==> config.mk <==
export PLATFORM = sky130hd
export DESIGN_NAME = xy_zone_tracker_flat
export DESIGN_NICKNAME = d
export VERILOG_FILES = /design/src/rtl/xy_zone_tracker_if.sv /design/src/rtl/xy_zone_tracker.sv /design/src/flat_wrapper.sv
export SDC_FILE = /design/constraint.sdc
export NUM_CORES = 1
export LEC_CHECK = 0
export CAP_MARGIN = 10
export CORE_MARGIN = 2
export CORE_UTILIZATION = 49
export CTS_CLUSTER_SIZE = 14
export DETAILED_ROUTE_END_ITERATION = 16
export HOLD_SLACK_MARGIN = 0.06
export PLACE_DENSITY = 0.81
export SYNTH_ARGS = -nofsm -noshare
export SYNTH_HDL_FRONTEND = slang
export SYNTH_SLANG_ARGS = --single-unit
==> constraint.sdc <==
create_clock -name clk -period 2.25 [get_ports clk]
set_input_delay 0.675 -clock clk [delete_from_list [all_inputs] [get_ports clk]]
set_output_delay 0.675 -clock clk [all_outputs]
set_load 0.01 [all_outputs]
==> src/rtl/xy_zone_tracker_if.sv <==
// Point/zone bus between the position path and the zone tracker.
// master: drives the sampled point and strobe, observes the zone display.
// slave:  receives the point, drives the registered zone display.
interface xy_zone_tracker_if #(
  parameter int COORD_W = 11
);

  logic [COORD_W-1:0] x;
  logic [COORD_W-1:0] y;
  logic               valid;
  logic [4:0]         leds;
  logic               tracking;

  modport master (
    output x,
    output y,
    output valid,
    input  leds,
    input  tracking
  );

  modport slave (
    input  x,
    input  y,
    input  valid,
    output leds,
    output tracking
  );

endinterface

==> src/rtl/xy_zone_tracker.sv <==
// xy_zone_tracker: registered XY-to-LED zone indicator with per-edge
// hysteresis, N-sample debounce and loss-of-tracking timeout.
// LED layout: 1 = up, 4 = left, 0 = centre, 2 = right, 3 = down.
// Optional feature macro: XY_ZONE_TRACKER_LOST_BLINK_EN -- when defined, the
// centre LED blinks (half-period 2^BLINK_LOG2 cycles) while tracking is lost
// after at least one sample has been seen since reset.
module xy_zone_tracker #(
  parameter int COORD_W     = 11,
  parameter int MID_X       = 500,
  parameter int MID_Y       = 500,
  parameter int CENT_D      = 250,
  parameter int HYST        = 16,
  parameter int DEBOUNCE_N  = 3,
  parameter int LOST_CYCLES = 1000000,
  parameter int BLINK_LOG2  = 22
) (
  input  logic             clk,
  input  logic             reset,
  xy_zone_tracker_if.slave bus
);

  // Threshold arithmetic width: two guard bits keep MID +/- CENT_D signed-safe.
  localparam int unsigned TW     = COORD_W + 2;
  localparam int unsigned C_W    = $clog2(DEBOUNCE_N + 1);
  localparam int unsigned LC_W   = $clog2(LOST_CYCLES);

  // Edge flag bit positions in E / P / cand: {R, L, U, D}.
  localparam int unsigned ER = 3;
  localparam int unsigned EL = 2;
  localparam int unsigned EU = 1;
  localparam int unsigned ED = 0;

  // Enter thresholds (edge currently off) and hold thresholds (edge on).
  localparam logic signed [TW-1:0] R_ENTER = TW'(MID_X + CENT_D);
  localparam logic signed [TW-1:0] R_HOLD  = TW'(MID_X + CENT_D - HYST);
  localparam logic signed [TW-1:0] L_ENTER = TW'(MID_X - CENT_D);
  localparam logic signed [TW-1:0] L_HOLD  = TW'(MID_X - CENT_D + HYST);
  localparam logic signed [TW-1:0] U_ENTER = TW'(MID_Y + CENT_D);
  localparam logic signed [TW-1:0] U_HOLD  = TW'(MID_Y + CENT_D - HYST);
  localparam logic signed [TW-1:0] D_ENTER = TW'(MID_Y - CENT_D);
  localparam logic signed [TW-1:0] D_HOLD  = TW'(MID_Y - CENT_D + HYST);

  localparam logic [LC_W-1:0] LC_MAX  = LC_W'(LOST_CYCLES - 1);
  // Counter value at which the next empty cycle brings LC to LOST_CYCLES-1.
  localparam logic [LC_W-1:0] LC_LOSE = LC_W'(LOST_CYCLES - 2);
  localparam logic [C_W-1:0]  C_LAST  = C_W'(DEBOUNCE_N - 1);

  // Elaboration-time guard against unusable parameter sets.
  generate
    if (HYST < 0 || HYST >= CENT_D || DEBOUNCE_N < 1 || LOST_CYCLES < 2 ||
        BLINK_LOG2 < 1 || MID_X < CENT_D || MID_Y < CENT_D ||
        MID_X + CENT_D > (1 << COORD_W) - 1 ||
        MID_Y + CENT_D > (1 << COORD_W) - 1) begin : g_param_check
      $error("xy_zone_tracker: illegal parameter combination");
    end
  endgenerate

  logic [3:0]      e_q, e_d;
  logic [3:0]      p_q, p_d;
  logic [C_W-1:0]  c_q, c_d;
  logic [LC_W-1:0] lc_q, lc_d;
  logic            tracking_q, tracking_d;
  logic [4:0]      leds_q, leds_d;

`ifdef XY_ZONE_TRACKER_LOST_BLINK_EN
  localparam int unsigned BLINK_W = BLINK_LOG2 + 1;
  logic [BLINK_W-1:0] blink_q, blink_d;
  logic               seen_q, seen_d;
`endif

  logic signed [TW-1:0] x_s;
  logic signed [TW-1:0] y_s;
  logic [3:0]           cand_c;

  assign x_s = $signed(TW'(bus.x));
  assign y_s = $signed(TW'(bus.y));

  // Candidate edge flags: a lit edge uses the relaxed hold threshold.
  always_comb begin
    cand_c     = '0;
    cand_c[ER] = e_q[ER] ? (x_s > R_HOLD) : (x_s > R_ENTER);
    cand_c[EL] = e_q[EL] ? (x_s < L_HOLD) : (x_s < L_ENTER);
    cand_c[EU] = e_q[EU] ? (y_s > U_HOLD) : (y_s > U_ENTER);
    cand_c[ED] = e_q[ED] ? (y_s < D_HOLD) : (y_s < D_ENTER);
  end

  // Debounce, loss timer and LED mapping next-state.
  always_comb begin
    e_d        = e_q;
    p_d        = p_q;
    c_d        = c_q;
    lc_d       = lc_q;
    tracking_d = tracking_q;
    leds_d     = '0;
`ifdef XY_ZONE_TRACKER_LOST_BLINK_EN
    blink_d    = blink_q;
    seen_d     = seen_q;
`endif

    if (bus.valid) begin
      lc_d       = '0;
      tracking_d = 1'b1;
      if (cand_c == e_q) begin
        c_d = '0;
      end else if (cand_c == p_q) begin
        if (c_q == C_LAST) begin
          e_d = cand_c;
          c_d = '0;
        end else begin
          c_d = c_q + C_W'(1);
        end
      end else begin
        p_d = cand_c;
        c_d = C_W'(1);
        if (DEBOUNCE_N == 1) begin
          e_d = cand_c;
        end
      end
    end else begin
      if (lc_q != LC_MAX) begin
        lc_d = lc_q + LC_W'(1);
      end
      // Tracking drops on the edge at which LC reaches LOST_CYCLES-1.
      if (lc_q >= LC_LOSE) begin
        tracking_d = 1'b0;
        e_d        = '0;
        p_d        = '0;
        c_d        = '0;
      end
    end

`ifdef XY_ZONE_TRACKER_LOST_BLINK_EN
    seen_d = seen_q | bus.valid;
    if (bus.valid) begin
      blink_d = '0;
    end else if (!tracking_d && seen_q) begin
      blink_d = blink_q + BLINK_W'(1);
    end
`endif

    if (tracking_d) begin
      leds_d = {e_d[EL], e_d[ED], e_d[ER], e_d[EU], ~|e_d};
    end
`ifdef XY_ZONE_TRACKER_LOST_BLINK_EN
    else if (seen_d) begin
      leds_d = {4'b0000, blink_d[BLINK_W-1]};
    end
`endif
  end

  // State and output registers; async reset clears everything.
  always_ff @(posedge clk or posedge reset) begin
    if (reset) begin
      e_q        <= '0;
      p_q        <= '0;
      c_q        <= '0;
      lc_q       <= '0;
      tracking_q <= 1'b0;
      leds_q     <= '0;
`ifdef XY_ZONE_TRACKER_LOST_BLINK_EN
      blink_q    <= '0;
      seen_q     <= 1'b0;
`endif
    end else begin
      e_q        <= e_d;
      p_q        <= p_d;
      c_q        <= c_d;
      lc_q       <= lc_d;
      tracking_q <= tracking_d;
      leds_q     <= leds_d;
`ifdef XY_ZONE_TRACKER_LOST_BLINK_EN
      blink_q    <= blink_d;
      seen_q     <= seen_d;
`endif
    end
  end

  assign bus.leds     = leds_q;
  assign bus.tracking = tracking_q;

endmodule

==> src/flat_wrapper.sv <==
// flat-port wrapper written by rule: the top's interface ports become plain ports
module xy_zone_tracker_flat 
#(
  parameter int COORD_W     = 11,
  parameter int MID_X       = 500,
  parameter int MID_Y       = 500,
  parameter int CENT_D      = 250,
  parameter int HYST        = 16,
  parameter int DEBOUNCE_N  = 3,
  parameter int LOST_CYCLES = 1000000,
  parameter int BLINK_LOG2  = 22
)
  (clk, reset, bus_x, bus_y, bus_valid, bus_leds, bus_tracking);
  xy_zone_tracker_if #(.COORD_W(COORD_W)) bus_i ();
  input  logic clk;
  input  logic reset;
  input wire logic [$bits(bus_i.x)-1:0] bus_x;
  input wire logic [$bits(bus_i.y)-1:0] bus_y;
  input wire logic [$bits(bus_i.valid)-1:0] bus_valid;
  output wire logic [$bits(bus_i.leds)-1:0] bus_leds;
  output wire logic [$bits(bus_i.tracking)-1:0] bus_tracking;
  assign bus_i.x = bus_x;
  assign bus_i.y = bus_y;
  assign bus_i.valid = bus_valid;
  assign bus_leds = bus_i.leds;
  assign bus_tracking = bus_i.tracking;
  xy_zone_tracker #(.COORD_W(COORD_W), .MID_X(MID_X), .MID_Y(MID_Y), .CENT_D(CENT_D), .HYST(HYST), .DEBOUNCE_N(DEBOUNCE_N), .LOST_CYCLES(LOST_CYCLES), .BLINK_LOG2(BLINK_LOG2)) u_core (.clk(clk), .reset(reset), .bus(bus_i));
endmodule
Word level (Yosys, flattened, before mapping) --
Cells that the tools add are included.
Storage, ports and cells: input port bits 25, logic and storage cells 51, register bits after elaboration 36
Cells by class: equal/unequal tests 6, $add $sub $neg 2, magnitude comparators 9, multiplexer cells 23, reductions and logical operators 5
Operator list (count):
- $gt A11 B10 Y1 const B | 4
- $mux W20 | 2
- $mux W4 | 9
- $lt A11 B8 Y1 const B | 2
- $lt A11 B9 Y1 const B | 2
- $add A20 B1 Y20 const B | 1
- $ge A20 B20 Y1 const B | 1
- $ne A20 B20 Y1 const B | 1
- $mux W2 | 5
- $eq A4 B4 Y1 | 2
- $mux W1 | 6
- $mux W5 | 1
- $ne A2 B2 Y1 const B | 2
- $reduce_bool A2 Y1 | 2
- $reduce_or A4 Y1 | 1
- $reduce_and A3 Y1 | 1
- $add A2 B1 Y2 const B | 1
- $eq A2 B2 Y1 const B | 1
- $logic_not A1 Y1 | 1

Depth between registers and ports, before layout --
word-level depth 9, depth in mapped cells 10

Worst setup path after synthesis --
Ideal clock, no wire load.
path kind input -> register, start point input port bus_x[8], end point register u_core.e_q[3], setup slack -0.394 ns, arrival time 2.507 ns, cell stages on the path 8, setup time 0.138 ns, cells stage by stage nand4bb_1 or4_4 a221o_1 nor4_2 o211a_1 nand4b_1 buf_6 mux2i_1
On the way: cells in the longest elaborated chain, start to end 6
RTL lines:
- from (decl) | line flat_wrapper.sv:17 | input wire logic [$bits(bus_i.x)-1:0] bus_x;
- $lt A11 B8 Y1, or another cell as far along | line xy_zone_tracker.sv:82 | cand_c[EL] = e_q[EL] ? (x_s < L_HOLD) : (x_s < L_ENTER);
- $mux W1 (on tied branches) | line xy_zone_tracker.sv:82, xy_zone_tracker.sv:81
- $eq A4 B4 Y1 or $mux W4 (tied branches) | line xy_zone_tracker.sv:105, xy_zone_tracker.sv:106
- $mux W4 | line xy_zone_tracker.sv:105 | end else if (cand_c == p_q) begin
- $mux W4 (*) | line xy_zone_tracker.sv:103 | if (cand_c == e_q) begin
- $mux W4 (*) | line xy_zone_tracker.sv:100 | if (bus.valid) begin
- via u_core.e_d[3] | line xy_zone_tracker.sv:58 | logic [3:0] e_q, e_d;
- to (signal assigned) | line xy_zone_tracker.sv:154 | e_q <= '0;
- to (signal assigned) | line xy_zone_tracker.sv:165 | e_q <= e_d;
- to (decl) | line xy_zone_tracker.sv:58
The timed path passes the listed nets; every way through them passes the cells marked *. A chain may end at the register's enable or synchronous reset.

Final worst setup path --
start point input port bus_y[4], end point register u_core.leds_q[0], in the netlist u_core.bus.leds[0]
On the way: cells in the longest elaborated chain, start to end 9
RTL lines:
- from (decl) | line flat_wrapper.sv:18 | input wire logic [$bits(bus_i.y)-1:0] bus_y;
- $lt A11 B8 Y1, or another cell as far along | line xy_zone_tracker.sv:84 | cand_c[ED] = e_q[ED] ? (y_s < D_HOLD) : (y_s < D_ENTER);
- $mux W1 (on tied branches) | line xy_zone_tracker.sv:84, xy_zone_tracker.sv:83
- $eq A4 B4 Y1 or $mux W4 (tied branches) | line xy_zone_tracker.sv:105, xy_zone_tracker.sv:106
- $mux W4 | line xy_zone_tracker.sv:105
- $mux W4 (*) | line xy_zone_tracker.sv:103
- $mux W4 (*) | line xy_zone_tracker.sv:100
- $reduce_or A4 Y1 (*) | line xy_zone_tracker.sv:142 | leds_d = {e_d[EL], e_d[ED], e_d[ER], e_d[EU], ~|e_d};
- $logic_not A1 Y1 (*) | line xy_zone_tracker.sv:142
- $mux W5 (*) | line xy_zone_tracker.sv:141 | if (tracking_d) begin
- via u_core.leds_d[0] | line xy_zone_tracker.sv:63 | logic [4:0] leds_q, leds_d;
- to (signal assigned) | line xy_zone_tracker.sv:170 | leds_q <= leds_d;
- to (decl) | line xy_zone_tracker.sv:63
Marked as above.

==> flow_summary_export.csv <==
group,metric,value,unit
status,outcome,"finished, violations left",
status,violations,"negative setup slack",
clock_network,max-clock-path-buffers,2,
route,first_pass_iters,4,
layout,layout_commonest_cell,"buf_4",
layout,area_delta_synth_final,40.6,%
power,p_seq_share,43.4,%
floorplanning,die_x,71.7,microns
worst_setup_path,crit_arrival,2.77,ns
sta,hold_viol_final,0,
yosys,ys_seq_area_share,40.1,%
worst_setup_path,end_kind,"flop",
clock_network,cts_tree,"yes",
sta,fmax,0.391,GHz
sta,fin_crit,2.56,ns
power,swShare,27.1,%
floorplanning,die_area,5140,sq um
yosys,async_reset_ff_share,100,%
sta,rsz0062_at_grt,"true",
layout,antenna_cells,0,
layout,layout.nets,363,
worst_hold_path,holdCritStartpoint,"u_core.c_q[1]",
worst_setup_path,r2r-end,"u_core.bus.leds[0]",
worst_setup_path,cp_max_fo,8,
yosys,syn_nets,282,
floorplanning,die_h,71.7,microns
route,drc,0,
worst_setup_path,worstPathRequired,2.46,ns
power,clkPwrFrac,32.9,%
global_routing,gr-total-overflow,0,
global_routing,antenna_found_initial,0,
placed_design,gp_congestion,0.834,
power,p_sw,0.460,mW
global_routing,grt_max_degree,37,
floorplanning,core-area,4380,sq um
yosys,synthCells,255,
layout,fin_cells,389,
yosys,synth_top_cell_by_area,"dfrtp_1",
worst_setup_path,r2r_cells,8,
flow_run,max_cap_viol_count,0,
worst_hold_path,whs_endpoint,"u_core.c_q[1]",
global_routing,track_usage,24.5,%
worst_setup_path,critPathKind,"input pin to flop",
yosys,yosys_warnings,0,
route,drt_wl_total,5.97,mm
global_routing,grt_pass1_wl,9.99,mm
power,ir_drop,0.572,mV
layout,drive_above_1_share,29.1,%
route,vias,2224,
sta,finalClockSkew,0.00820,ns
floorplanning,rows,24,
sta,relSlewSlack,70.4,%
clock_network,cts.sinks,36,
sta,final_max_slew_viol_count,0,
worst_setup_path,rrSetupSlack,0.03,ns
yosys,synthTopCellsByArea,"dfrtp_1 40%, mux2i_1 5.8%, nor2_1 5.5%",
yosys,synth_top_area_share,40.1,%
yosys,avgSynthCellArea,8.81,sq um
route,drt_iter0_markers,186,
route,route.detailed.wl_per_inst,15.4,microns
worst_hold_path,whs_path_depth,1,
power,power.density,537,nW/um^2
placed_design,dp.cells,376,
yosys,syn_area,2250,sq um
route,ant_nets,0,
power,leakagePower,1.46,nW
sta,fin_ws,-0.309,ns
floorplanning,ios,31,
clock_network,cts-htree-levels,2,
clock_network,cts-hold-fix-buffers,0,
power,combPwrFrac,23.8,%
sta,report.final.setup_viol,15,
layout,final_cell_mix,"50 x buf_4, 36 x dfrtp_1, 32 x nor2_1",
global_routing,grt_pass1_vias,2221,
clock_network,clk_pin_slew_worst_paths,0.07,ns
worst_setup_path,setup.worst_path.start_class,"input pin",
worst_setup_path,r2r-start,"u_core.lc_q[6]",
power,power.internal,1.24,mW
placed_design,place_hpwl,4.25,mm
clock_network,numCtsBuffers,5,
sta,fin_crit_sh,114,%
clock_network,clock_latency,0.29,ns
worst_hold_path,worstHoldPathType,"flop to flop",
yosys,synth_ff_type,"dfrtp_1",
yosys,synth-seq-cells,36,
route,post_drt_via_cell_ratio,5.72,
placed_design,portBuffers,30,
clock_network,clock-root-buffer,"clkbuf_8",
yosys,synthDistinctLibCells,50,
sta,worst_slew_pin_slew,0.444,ns
yosys,synth_enable_flop_cells,0,
floorplanning,start_util,51.3,%
layout,fin_util,72.1,%
## through the flow
stage / hold WS [ns] / instance area, sq um / setup TNS (ns) / total power, mW / worst slack [ns]
detailed placement: 0.500 / 2940 / -15.10 / 1.12 / -1.06
global placement: 0.496 / 2940 / -13.85 / 1.10 / -0.963
finish: 0.518 / 3160 / -3.98 / 1.70 / -0.309
CTS: 0.520 / 3120 / -4.67 / 1.69 / -0.358
floorplan: 0.452 / 2270 / -3.99 / 0.938 / -0.311
global route: 0.553 / 3160 / -5.29 / 1.78 / -0.392
## power by group through the flow
stage,Combinational (mW),Clock (mW),Sequential (mW)
after floorplan,0.195,0,0.743
after global routing,0.440,0.597,0.743
after global placement,0.360,0,0.744
after CTS,0.392,0.566,0.733
final,0.403,0.558,0.735
after detailed placement,0.375,0,0.744
## worst max path at each step
stage                          from            endpoint  slack, ns
final                      bus_y[4]  u_core.bus.leds[0]      -0.31
after global routing       bus_x[8]  u_core.bus.leds[4]      -0.39
after CTS                 bus_x[10]  u_core.bus.leds[0]      -0.36
after detailed placement   bus_x[4]       u_core.p_q[0]      -1.06
after global placement     bus_x[4]       u_core.e_q[3]      -0.96
after floorplan            bus_x[8]       u_core.e_q[3]      -0.31
## final cells by class
cell class / instances / area, sq um
Clock buffer: 6 / 72.6
Clock inverter: 2 / 35.0
Inverter: 7 / 26.3
Timing Repair Buffer: 82 / 638
Multi-Input combinational cell: 204 / 1420
Tap cell: 52 / 65.1
Fill cell: 333 / 1220
Sequential cell: 36 / 901
## worst max-delay path, cell delays in order
cell           delay, ns
dlygate4sd2_1       0.26
buf_4               0.15
nand2b_1            0.14
or4_4               0.52
nand3_2             0.11
nor2_1              0.05
o31a_1              0.32
nand4b_1            0.16
buf_6               0.18
mux2i_1             0.22
## registers in the layout, indices dropped and copies added, names as in the netlist
register,flops
u_core.lc_q,20
u_core.bus.leds,5
u_core.e_q,4
u_core.p_q,4
u_core.c_q,2
u_core.bus.tracking,1
## synthesized netlist by cell type, types with 2 or more instances
cell type  number
inv_1           7
nand3_1        21
o31ai_1         3
o31a_1          2
clkbuf_1        6
a21o_1          2
a21oi_1        11
nor3_1          3
nand3b_1        2
nand4b_1        4
and2_1          5
nand2_1        22
o41ai_1         2
o211ai_1        4
or3_1           3
xnor2_1         8
and3_1          2
and4_1          2
nand2b_1        8
o21a_1          2
or4_1           2
xor2_1          8
dfrtp_1        36
nand4_1         7
o21ai_0         7
ha_1            2
nor2_1         33
nor4_1          7
mux2i_1        13
## layer usage
layer / part of all wire (%) / track usage [%]
met1: 45 / 33.6
met2: 48 / 39.1
met3: 4.6 / 4.78
met4: 2.2 / 7.97
met5: 0 / 0
## logic make-up after synthesis
logic type	Yosys count	share of synthesized area, %
AOI/OAI and AO/OA	42	12.5
xor gates and xnor gates	16	6.24
adders and majority gates	2	1.11
buffers and inverters	15	2.90
DFF	36	40.1
muxes	13	5.79
and+or+nand+nor	131	31.3
## repair_timing
item	4_1_cts	5_1_grt
gates cloned	0	0
endpoints found under the setup margin	15	26
buffers inserted	5	0
resized for setup	62	23
pin swaps	14	10
(Power assumes the default switching activity.)
